<file path="config.mk">
export PLATFORM = sky130hd
export DESIGN_NAME = hotplate_power_scheduler
export DESIGN_NICKNAME = d
export VERILOG_FILES = /design/src/rtl/hotplate_pkg.sv /design/src/rtl/hotplate_slot_timer.sv /design/src/rtl/hotplate_power_scheduler.sv
export SDC_FILE = /design/constraint.sdc
export NUM_CORES = 1
export LEC_CHECK = 0
export CORE_MARGIN = 5
export CORE_UTILIZATION = 60
export DETAILED_ROUTE_END_ITERATION = 16
export GPL_TIMING_DRIVEN = 0
export PLACE_DENSITY = 0.81
export SLEW_MARGIN = 20
export SYNTH_ARGS = -nofsm -noshare
export SYNTH_HDL_FRONTEND = slang
export SYNTH_HIERARCHICAL = 1
export SYNTH_SLANG_ARGS = --single-unit
</file>
<file path="constraint.sdc">
create_clock -name clk -period 5.2 [get_ports clk]
set_clock_uncertainty 0.05 [all_clocks]
set_input_delay 0.78 -clock clk [delete_from_list [all_inputs] [get_ports clk]]
set_output_delay 0.78 -clock clk [all_outputs]
set_load 0.05 [all_outputs]
</file>
<file path="src/rtl/hotplate_pkg.sv">
// Shared types and helpers for the hotplate power scheduler slice.
// Holds the scheduler state encoding, level width and request clamping.
package hotplate_pkg;

    typedef enum logic [1:0] {
        LATCH  = 2'd0,
        REDUCE = 2'd1,
        RUN    = 2'd2
    } state_t;

    localparam int LEVEL_W           = 4;
    localparam int MAX_LEVEL_DEFAULT = 9;

    // A switched-off plate asks for nothing; over-range requests saturate.
    function automatic logic [LEVEL_W-1:0] clamp_level(
        input logic               en,
        input logic [LEVEL_W-1:0] lvl,
        input logic [LEVEL_W-1:0] max_lvl
    );
        logic [LEVEL_W-1:0] res;
        if (!en) begin
            res = 4'd0;
        end else if (lvl > max_lvl) begin
            res = max_lvl;
        end else begin
            res = lvl;
        end
        return res;
    endfunction

endpackage

</file>
<file path="src/rtl/hotplate_slot_timer.sv">
// Slot prescaler: divides clk into slots and counts MAX_LEVEL slots per window.
// Held at zero whenever run is low so every window starts at slot 0, tick 0.
module hotplate_slot_timer
    import hotplate_pkg::*;
#(
    parameter int MAX_LEVEL = MAX_LEVEL_DEFAULT,
    parameter int TICK_DIV  = 5_000_000
) (
    input  logic                           clk,
    input  logic                           rst,
    input  logic                           run,
    output logic [$clog2(MAX_LEVEL+1)-1:0] slot,
    output logic                           slot_wrap
);

    localparam int SLOT_W = $clog2(MAX_LEVEL + 1);
    localparam int TICK_W = $clog2(TICK_DIV);

    logic [TICK_W-1:0] tick_r;
    logic [SLOT_W-1:0] slot_r;
    logic              tick_last_s;

    assign tick_last_s = (tick_r == TICK_W'(TICK_DIV - 1));
    assign slot_wrap   = run && tick_last_s && (slot_r == SLOT_W'(MAX_LEVEL - 1));
    assign slot        = slot_r;

    // Tick prescaler and slot counter.
    always_ff @(posedge clk or negedge rst) begin
        if (!rst) begin
            tick_r <= '0;
            slot_r <= '0;
        end else if (!run) begin
            tick_r <= '0;
            slot_r <= '0;
        end else if (tick_last_s) begin
            tick_r <= '0;
            slot_r <= slot_wrap ? SLOT_W'(0) : slot_r + SLOT_W'(1);
        end else begin
            tick_r <= tick_r + TICK_W'(1);
        end
    end

endmodule

</file>
<file path="src/rtl/hotplate_power_scheduler.sv">
// Shares a power budget among hotplates: latch, round-robin trim, slot-duty relays.
// Define HOTPLATE_STAGGER_EN to rotate each plate's on-slots by its index.
module hotplate_power_scheduler
    import hotplate_pkg::*;
#(
    parameter int N_PLATES  = 2,
    parameter int MAX_LEVEL = MAX_LEVEL_DEFAULT,
    parameter int BUDGET    = 12,
    parameter int TICK_DIV  = 5_000_000
) (
    input  logic                          clk,
    input  logic                          rst,
    input  logic [N_PLATES-1:0]           plate_en,
    input  logic [LEVEL_W*N_PLATES-1:0]   req_level,
    output logic [N_PLATES-1:0]           heater_on,
    output logic [LEVEL_W*N_PLATES-1:0]   grant_level,
    output logic                          window_start,
    output logic                          throttled
);

    localparam int SUM_W  = $clog2(N_PLATES * MAX_LEVEL + 1);
    localparam int PTR_W  = (N_PLATES > 1) ? $clog2(N_PLATES) : 1;
    localparam int SLOT_W = $clog2(MAX_LEVEL + 1);

    state_t             state_r;
    logic [PTR_W-1:0]   rr_ptr_r;
    logic [PTR_W-1:0]   rr_next_s;
    logic [SUM_W-1:0]   sum_r;
    logic [SUM_W-1:0]   lsum_s;
    logic [LEVEL_W-1:0] grant_r [N_PLATES];
    logic [LEVEL_W-1:0] ref_r   [N_PLATES];
    logic [LEVEL_W-1:0] clamp_s [N_PLATES];
    logic [N_PLATES-1:0] heat_s;
    logic               thr_s;
    logic               over_s;
    logic [SLOT_W-1:0]  slot_s;
    logic               slot_wrap_s;
    logic               run_s;

    assign run_s = (state_r == RUN);

    hotplate_slot_timer #(
        .MAX_LEVEL (MAX_LEVEL),
        .TICK_DIV  (TICK_DIV)
    ) u_slot_timer (
        .clk       (clk),
        .rst       (rst),
        .run       (run_s),
        .slot      (slot_s),
        .slot_wrap (slot_wrap_s)
    );

    // Clamped requests and their sum, sampled only in LATCH.
    always_comb begin
        lsum_s = '0;
        for (int i = 0; i < N_PLATES; i++) begin
            clamp_s[i] = clamp_level(plate_en[i], req_level[LEVEL_W*i +: LEVEL_W],
                                     LEVEL_W'(MAX_LEVEL));
            lsum_s     = lsum_s + SUM_W'(clamp_s[i]);
        end
    end

    // Round-robin pointer successor, budget test and throttle detection.
    always_comb begin
        if (rr_ptr_r == PTR_W'(N_PLATES - 1)) begin
            rr_next_s = '0;
        end else begin
            rr_next_s = rr_ptr_r + PTR_W'(1);
        end
        over_s = (int'(sum_r) > BUDGET);
        thr_s  = 1'b0;
        for (int i = 0; i < N_PLATES; i++) begin
            thr_s = thr_s | (grant_r[i] < ref_r[i]);
        end
    end

    // Per-plate relay demand for the current slot.
    always_comb begin
        for (int i = 0; i < N_PLATES; i++) begin
`ifdef HOTPLATE_STAGGER_EN
            heat_s[i] = (((int'(slot_s) + MAX_LEVEL - (i % MAX_LEVEL)) % MAX_LEVEL)
                         < int'(grant_r[i]));
`else
            heat_s[i] = (int'(slot_s) < int'(grant_r[i]));
`endif
            grant_level[LEVEL_W*i +: LEVEL_W] = grant_r[i];
        end
    end

    // Window sequencer: latch requests, trim to budget, then run the slots.
    always_ff @(posedge clk or negedge rst) begin
        if (!rst) begin
            state_r      <= LATCH;
            rr_ptr_r     <= '0;
            sum_r        <= '0;
            heater_on    <= '0;
            window_start <= 1'b0;
            throttled    <= 1'b0;
            for (int i = 0; i < N_PLATES; i++) begin
                grant_r[i] <= '0;
                ref_r[i]   <= '0;
            end
        end else begin
            case (state_r)
                LATCH: begin
                    for (int i = 0; i < N_PLATES; i++) begin
                        grant_r[i] <= clamp_s[i];
                        ref_r[i]   <= clamp_s[i];
                    end
                    sum_r        <= lsum_s;
                    heater_on    <= '0;
                    window_start <= 1'b0;
                    state_r      <= REDUCE;
                end
                REDUCE: begin
                    heater_on <= '0;
                    rr_ptr_r  <= rr_next_s;
                    if (!over_s) begin
                        window_start <= 1'b1;
                        throttled    <= thr_s;
                        state_r      <= RUN;
                    end else begin
                        window_start <= 1'b0;
                        // A plate already at zero just passes its turn on.
                        if (grant_r[rr_ptr_r] != '0) begin
                            grant_r[rr_ptr_r] <= grant_r[rr_ptr_r] - LEVEL_W'(1);
                            sum_r             <= sum_r - SUM_W'(1);
                        end
                    end
                end
                RUN: begin
                    window_start <= 1'b0;
                    if (slot_wrap_s) begin
                        heater_on <= '0;
                        state_r   <= LATCH;
                    end else begin
                        heater_on <= heat_s;
                    end
                end
                default: begin
                    heater_on    <= '0;
                    window_start <= 1'b0;
                    state_r      <= LATCH;
                end
            endcase
        end
    end

endmodule

</file>
After elaboration in Yosys (flattened, before gate mapping)
Index checks and enable logic that the tools add are counted.
{"block": "totals", "input_bits": 12, "latch_bits": 0, "ramBits": 0, "n_memories": 0, "romBits": 0, "output_inout_bits": 12, "regBits": 55, "wordCells": 77}
{"block": "op_classes", "order_cmp": 9, "n_reduce_logical": 9, "n_mul": 0, "mux": 29, "eq_ne": 9, "addsub": 6, "shift": 0, "bitwise": 3, "div": 0}
{"cell": "$mux 23", "count": 2}
{"cell": "$mux 4", "count": 11}
{"cell": "$add 23x1->23 const B", "count": 1}
{"cell": "$eq 23x23->1 const B", "count": 1}
{"cell": "$lt 4x4->1", "count": 4}
{"cell": "$mux 8", "count": 2}
{"cell": "$pmux 8 s2", "count": 1}
{"cell": "$mux 5", "count": 2}
{"cell": "$ne 2x2->1 const B", "count": 5}
{"cell": "$pmux 5 s2", "count": 1}
{"cell": "$bwmux 8", "count": 1}
{"cell": "$gt 4x4->1 const B", "count": 2}
{"cell": "$mux 2", "count": 4}
{"cell": "$pmux 2 s3", "count": 1}
{"cell": "$add 4x4->5", "count": 1}
{"cell": "$gt 5x4->1 const B", "count": 1}
{"cell": "$sub 5x1->5 const B", "count": 1}
{"cell": "$add 4x1->4 const B", "count": 1}
{"cell": "$demux 4 s1", "count": 1}
{"cell": "$eq 4x4->1 const B", "count": 1}
{"cell": "$reduce_and 2->1", "count": 2}
{"cell": "$reduce_bool 4->1", "count": 1}
{"cell": "$sub 4x1->4 const B", "count": 1}
{"cell": "$logic_and 1x1->1", "count": 3}
{"cell": "other kinds (12)", "count": 14}

Depth between registers and ports, before layout
Gate-level depths: netlist (run 1).
{"block": "depth", "ltp_word": 9, "mapped_depth": 10}

By module
The synthesis (run 1) kept the hierarchy.
{"mod": "hotplate_power_scheduler", "n_inst": 1, "area_per_inst_um2": 1914.3, "cells_each": 212}
{"mod": "hotplate_slot_timer", "n_inst": 1, "area_per_inst_um2": 1441.4, "cells_each": 151}

Worst setup path after synthesis (run 1)
OpenSTA, ideal clock, no wires.
{"block": "synth_path", "path_type": "input to register", "start": "input req_level[6]", "end": "register sum_r[1]", "slack_ns": 2.946, "t_arrival_ns": 2.125, "setup_time_ns": 0.079, "t_required_ns": 5.071, "n_path_buf": 0, "path_stages": 9, "cell_sequence": "o21a_1 o21ai_0 inv_1 ha_1 inv_1 fa_1 nor2_1 nor2_1 mux2i_1"}
{"element": "start, declared", "line": "hotplate_power_scheduler.sv:14", "text": "input logic [LEVEL_W*N_PLATES-1:0] req_level,"}
{"element": "end signal, assigned", "line": "hotplate_power_scheduler.sv:110", "text": "sum_r <= lsum_s;"}
{"element": "end signal, assigned", "line": "hotplate_power_scheduler.sv:127", "text": "sum_r <= sum_r - SUM_W'(1);"}
{"element": "end, declared", "line": "hotplate_power_scheduler.sv:28", "text": "logic [SUM_W-1:0] sum_r;"}

==> results of run 1 <==
-- cells by family (layout without fill, tap and decap cells) --
logic type	count (synthesis)	after routing	share of synthesized area [%]
adder cells (fa/ha/maj)	23	23	8.80
flip-flops	55	55	41.0
XOR/XNOR	13	13	3.39
AND/OR/NAND/NOR	134	134	21.5
multiplexers	5	5	1.49
AO/OA/AOI/OAI	85	85	17.3
buffers and inverters	48	79	6.52
-- stage by stage --
step                area (um2)  std cells  setup slack (ps)  total power, mW
floorplan                 3360        363              2950             1.38
global placement          3680        458              1620             1.64
detailed placement        3670        458              2030             1.68
CTS                       3770        466              2360             1.93
global route              3770        466              2280             2.07
finish                    3770        466              2320             1.93
-- report_power, final --
part	internal [mW]	switching [mW]
clock network	0.0993	0.155
registers	0.534	0.117
logic	0.419	0.601
-- critical path, delay by kind of cell --
kind | cells | cell delay (ps)
AO/OA/AOI/OAI | 2 | 670
adder cells (fa/ha/maj) | 2 | 690
AND/OR/NAND/NOR | 2 | 200
buffers and inverters | 3 | 610
multiplexers | 1 | 130
-- metal layers --
| layer | track usage (%) | vias up | routed length [um] |
|---|---|---|---|
| li1 | - | 1353 | - |
| met1 | 30.5 | 1337 | 3410 |
| met2 | 36.8 | 67 | 3670 |
| met3 | 3.93 | 13 | 390 |
| met4 | 7.34 | 0 | 132 |
| met5 | 0 | - | 0 |
-- state kept, by name, indices dropped and copies added, names as in the netlist --
| signal | count |
|---|---|
| grant_level | 8 |
| rr_ptr_r | 1 |
| throttled | 1 |
| u_slot_timer/tick_r | 23 |
| sum_r | 5 |
| u_slot_timer/slot | 4 |
| window_start | 1 |
| ref_r | 8 |
| heater_on | 2 |
| state_r | 2 |
-- placed cells by master, fill, tap and decap left out, types with 3 or more instances in the layout --
master           instances
and3_1                   5
clkbuf_8                 5
nand2b_1                 7
a211oi_1                 3
o21ai_0                 19
buf_2                    4
a21oi_1                 13
nor3_1                  12
mux2i_1                  5
nor2_1                  27
xor2_1                   6
nand4_1                  4
a21o_1                   4
ha_1                    22
or4_1                    7
o31ai_1                  7
and4_1                   4
dfrtp_1                 55
clkdlybuf4s50_1         22
nor2b_1                  7
nand2_1                 27
nand3_1                 13
o22a_1                   4
inv_1                   35
buf_6                    4
or3_1                    4
clkbuf_1                 4
xnor2_1                  7
a211o_1                  3
a32oi_1                  3
o21a_1                   4
-- how the worst max path moves through the flow --
stage / from / to
after floorplan: req_level[6] / sum_r[1]
after global placement: rst / u_slot_timer/tick_r[5]
after detailed placement: req_level[6] / sum_r[1]
after CTS: req_level[6] / sum_r[1]
after global routing: req_level[6] / sum_r[1]
final: req_level[6] / sum_r[1]
-- area by class of cell --
type | count | share of cell area [%]
multi-input cells | 260 | 46.7
flip-flops and latches | 55 | 36.5
repair buffers | 23 | 6.04
inverters | 35 | 3.48
well taps | 72 | 2.39
plain buffers | 13 | 2.32
clock buffers | 5 | 1.83
clock inverters | 3 | 0.730
==> impl_metrics.tcl, run 1 <==
set metrics [dict create \
    status "finished, final reports clean" \
    fin_hold_ws_ps 439 \
    max-vdd-ir-drop_v 0.000324 \
    synth_area_leaders "dfrtp_1 41%, ha_1 8.2%, inv_1 3.9%" \
    post-route-drc-count 0 \
    grt_max_degree 56 \
    cts_buffers 5 \
    cts_tree "done" \
    ys_warn_count 6 \
    finalSetupViolCount 0 \
    arrival_ps 3080 \
    r2r_start "u_slot_timer/tick_r[0]" \
    ys_types 59 \
    coreArea_mm2 0.00547 \
    synthCells 363 \
    antenna_found_initial 0 \
    path_max_fanout 3 \
    synth_nets 398 \
    first_global_vias 2702 \
    post-route-period-util_pct 55.5 \
    fmax_ghz 0.347 \
    reg2reg_depth 7 \
    synth_top_area_share_pct 41.0 \
    drt-total-wl_um 7610 \
    place_hpwl_um 5570 \
    worst_setup_path_end_kind "register" \
    cts.repair.resized 0 \
    synth-edff-count 0 \
    cts_setup_buffers 0 \
    multi_input_area_mm2 0.00176 \
    syn_avg_cell_area_um2 9.24 \
    worstHoldStart "ref_r[7]" \
    worstSetupPathType "primary input to register" \
    synth_seq_cells 55 \
    die_area_mm2 0.00719 \
    max_cap_viol_count 0 \
    die_h_um 84.8 \
    clk_latency_ps 320 \
    power.leakage_nw 1.68 \
    wl_per_cell_um 16.3 \
    antennaDiodeCount 0 \
    tns_ps 0 \
    synth_top_cell_by_area "dfrtp_1" \
    r2r_slack_ps 3000 \
    hp-class "register to register" \
    synth_async_sr_flop_share_pct 100 \
    die_x_um 84.8 \
    cts.path.max_buffers 2 \
    nNetsFinal 428 \
    seq_area_mm2 0.00138 \
    min_period_ps 2880 \
    worstPathCellList "clkdlybuf4s50_1 > o21a_1 > o21ai_0 > inv_1 > ha_1 > inv_1 > fa_1 > nor2_1 > nor2_1 > mux2i_1" \
    ant_nets 0 \
    cpMaxStageDelayCell "o21ai_0" \
    yosys.cell_count.top_type "dfrtp_1" \
    relSlewSlack_pct 53.6 \
    rsz0062_at_grt "no" \
    start_util_pct 61.3 \
    rows 27 \
    cp.required_ps 5400 \
    h-tree-depth 2 \
    grt_pass1_wl_um 12900 \
    synth_area_mm2 0.00336 \
    layout-drive-gt1-share_pct 7.61 \
    maxSlewViolCount 0 \
    ys_seq_area_share_pct 41.0 \
    min_to "ref_r[7]" \
    drt-initial-drc-count 156 \
    r2r-end "u_slot_timer/tick_r[4]" \
    clock-root-buffer "clkbuf_8" \
    vias_per_cell 5.94 \
    synthFlopType "dfrtp_1" \
    p_per_area_mw_per_mm2 511 \
    final_util_pct 68.9 \
    numPortBuffers 23 \
    gp_congestion 0.878 \
    area_delta_synth_final_pct 12.3 \
    drt-pass1-iter-count 4 \
    clk_pin_slew_ps 100 \
    hold_depth 2 \
    grt.total_usage_pct 22.5 \
    grt-ovfl-total 0 \
    pin_count 24 \
    clock_sinks 55 \
    critical_path.max_stage_delay_ps 480 \
    synth_common_cells "55 x dfrtp_1, 35 x inv_1, 27 x nand2_1, 27 x nor2_1, 22 x ha_1" \
    finalHoldViolations 0 \
    dr_total_vias 2770 \
    ctsHoldBuffers 0 \
    worstMarginPinSlew_ps 696 \
    worstSetupStartpointType "primary input" \
    fillers 454 \
]
(Power assumes the default switching activity.)
==> run 2: changes to the inputs <==
- CORE_UTILIZATION: 60 -> 53
- PLACE_DENSITY: 0.81 -> 0.76
- clock period: 5.2 -> 2.6 ns (I/O delays scaled with it)
==> run 2 against run 1 <==
Against the previous run: first-iteration DRC count rose by 9.6%; worst setup slack worse by 2000 ps; cell area about the same; critical path type unchanged; worst hold slack worse by 380 ps; largest power group unchanged; critical path depth unchanged; register-to-register slack worse by 2600 ps.
==> impl_metrics.tcl, run 2 (synthesis gave the netlist of run 1 again) <==
set metrics [dict create \
    max-vdd-ir-drop_v 0.000782 \
    crit_family "adder cells" \
    fillers 562 \
    finalHoldViolations 0 \
    status "finished, final reports clean" \
    layout_common_cells "55 x dfrtp_1, 35 x inv_1, 27 x nand2_1, 27 x nor2_1" \
    vias_per_cell 6.04 \
    dpl_worst_slack_ps -44.5 \
    worstSetupStartpointType "primary input" \
    drt-pass1-iter-count 5 \
    ctsHoldBuffers 0 \
    path_max_fanout 3 \
    clk_latency_ps 310 \
    power.leakage_nw 1.68 \
    coreArea_mm2 0.00624 \
    cts.path.max_buffers 2 \
    largest_reg_flops 23 \
    rows 29 \
    worst_setup_path_end_kind "register" \
    ant_nets 0 \
    cpMaxStageDelayCell "clkdlybuf4s50_1" \
    rsz0062_at_grt "no" \
    globalRouteMet1Util_pct 27.7 \
    tns_ps 0 \
    cts_tree "done" \
    worstSetupPathType "primary input to register" \
    cts.repair.resized 0 \
    area_delta_synth_final_pct 12.4 \
    arrival_ps 2510 \
    h-tree-depth 2 \
    cp.required_ps 2790 \
    dr_total_vias 2846 \
    nNetsFinal 428 \
    clk_pin_slew_ps 100 \
    grt_max_degree 56 \
    final_common_cell "dfrtp_1" \
    fmax_ghz 0.431 \
    busiest_layer "met2" \
    antennaDiodeCount 0 \
    finalSetupViolCount 0 \
    cts_setup_buffers 0 \
    first_global_vias 2725 \
    grt_pass1_wl_um 12800 \
    path_buf_inv 3 \
    fin_hold_ws_ps 60.1 \
    die_h_um 89.6 \
    layout-drive-gt1-share_pct 7.61 \
    grt-ovfl-total 0 \
    die_area_mm2 0.00802 \
    drt-initial-drc-count 171 \
    numPortBuffers 23 \
    cts_buffers 5 \
    start_util_pct 53.8 \
    clock-root-buffer "clkbuf_8" \
    max_cap_viol_count 0 \
    seq_area_mm2 0.00138 \
    gp_congestion 0.876 \
    wl_per_cell_um 16.1 \
    met3_usage_pct 3.38 \
    pin_count 24 \
    top_register "u_slot_timer/tick_r" \
    drt-total-wl_um 7560 \
    clock_sinks 55 \
    die_x_um 89.6 \
    finalWorstSetupSlack_ps 281 \
    maxSlewViolCount 0 \
    multi_input_area_mm2 0.00176 \
    worstPathCellList "clkdlybuf4s50_1 > o21a_1 > o21ai_0 > inv_1 > ha_1 > inv_1 > fa_1 > nor2_1 > nor2_1 > mux2i_1" \
    post-route-period-util_pct 89.2 \
    place_hpwl_um 5550 \
    antenna_found_initial 0 \
    worstMarginPinSlew_ps 711 \
    grt_use_met2_pct 33.6 \
    post-route-drc-count 0 \
    grt.total_usage_pct 20.3 \
    min_period_ps 2320 \
    p_per_area_mw_per_mm2 1010 \
    critical_path.max_stage_delay_ps 430 \
    relSlewSlack_pct 52.6 \
    hp-class "primary input to asynchronous set/reset pin" \
]
-- run 2: cell count changes in the layout (fill, tap and decap cells not counted) --
cell,before,now
clkinv_2,0,1
clkinv_4,1,0
-- run 2: area by class of cell --
cell class,count,area share (%)
Sequential cell,55,36.5
Clock inverter,3,0.630
Tap cell,77,2.55
Multi-Input combinational cell,260,46.7
Clock buffer,5,1.82
Buffer,13,2.32
Inverter,35,3.48
Timing Repair Buffer,23,6.04
-- run 2: layer usage --
metal	part of all wire, %	up-vias
met5	0	-
li1	-	1357
met2	48	90
met3	5.2	8
met4	0.85	0
met1	46	1391
-- run 2: final timing paths --
kind | startpoint | endpoint | slack [ps] | cells past startpoint
hold reg to reg | ref_r[1] | ref_r[1] | 440 | 2
min in group clk | ref_r[1] | ref_r[1] | 440 | 2
max in group asynchronous | rst | sum_r[0] | 1960 | 1
hold / removal | rst | ref_r[5] | 60 | 1
setup reg to reg | u_slot_timer/tick_r[0] | u_slot_timer/tick_r[3] | 430 | 7
setup / recovery | req_level[5] | sum_r[1] | 280 | 10
-- run 2: worst reg2reg max path: stages (launching register included) --
cell and delay (ps):
dfrtp_1 420, ha_1 230, and4_1 200, buf_4 140, nand4_2 240, o21ai_1 390
buf_2 310, nor2_1 80
-- run 2: where the power goes --
| part | total (mW) | leakage, nW | internal (mW) | switching, mW |
|---|---|---|---|---|
| clock network | 0.496 | 0.0461 | 0.195 | 0.301 |
| registers | 1.29 | 0.726 | 1.07 | 0.224 |
| logic | 2.02 | 0.905 | 0.834 | 1.19 |
| total | 3.81 | 1.68 | 2.10 | 1.71 |
-- run 2: per-stage QoR --
stage / util (%) / power, mW / std cells / instance area, um2
5_1_grt: 60.4 / 4.11 / 471 / 3770
3_3_place_gp: 59.0 / 3.28 / 463 / 3680
4_1_cts: 60.4 / 3.83 / 471 / 3770
6_report: 60.4 / 3.81 / 471 / 3770
3_5_place_dp: 59.0 / 3.33 / 463 / 3680
2_1_floorplan: - / 2.76 / 363 / 3360
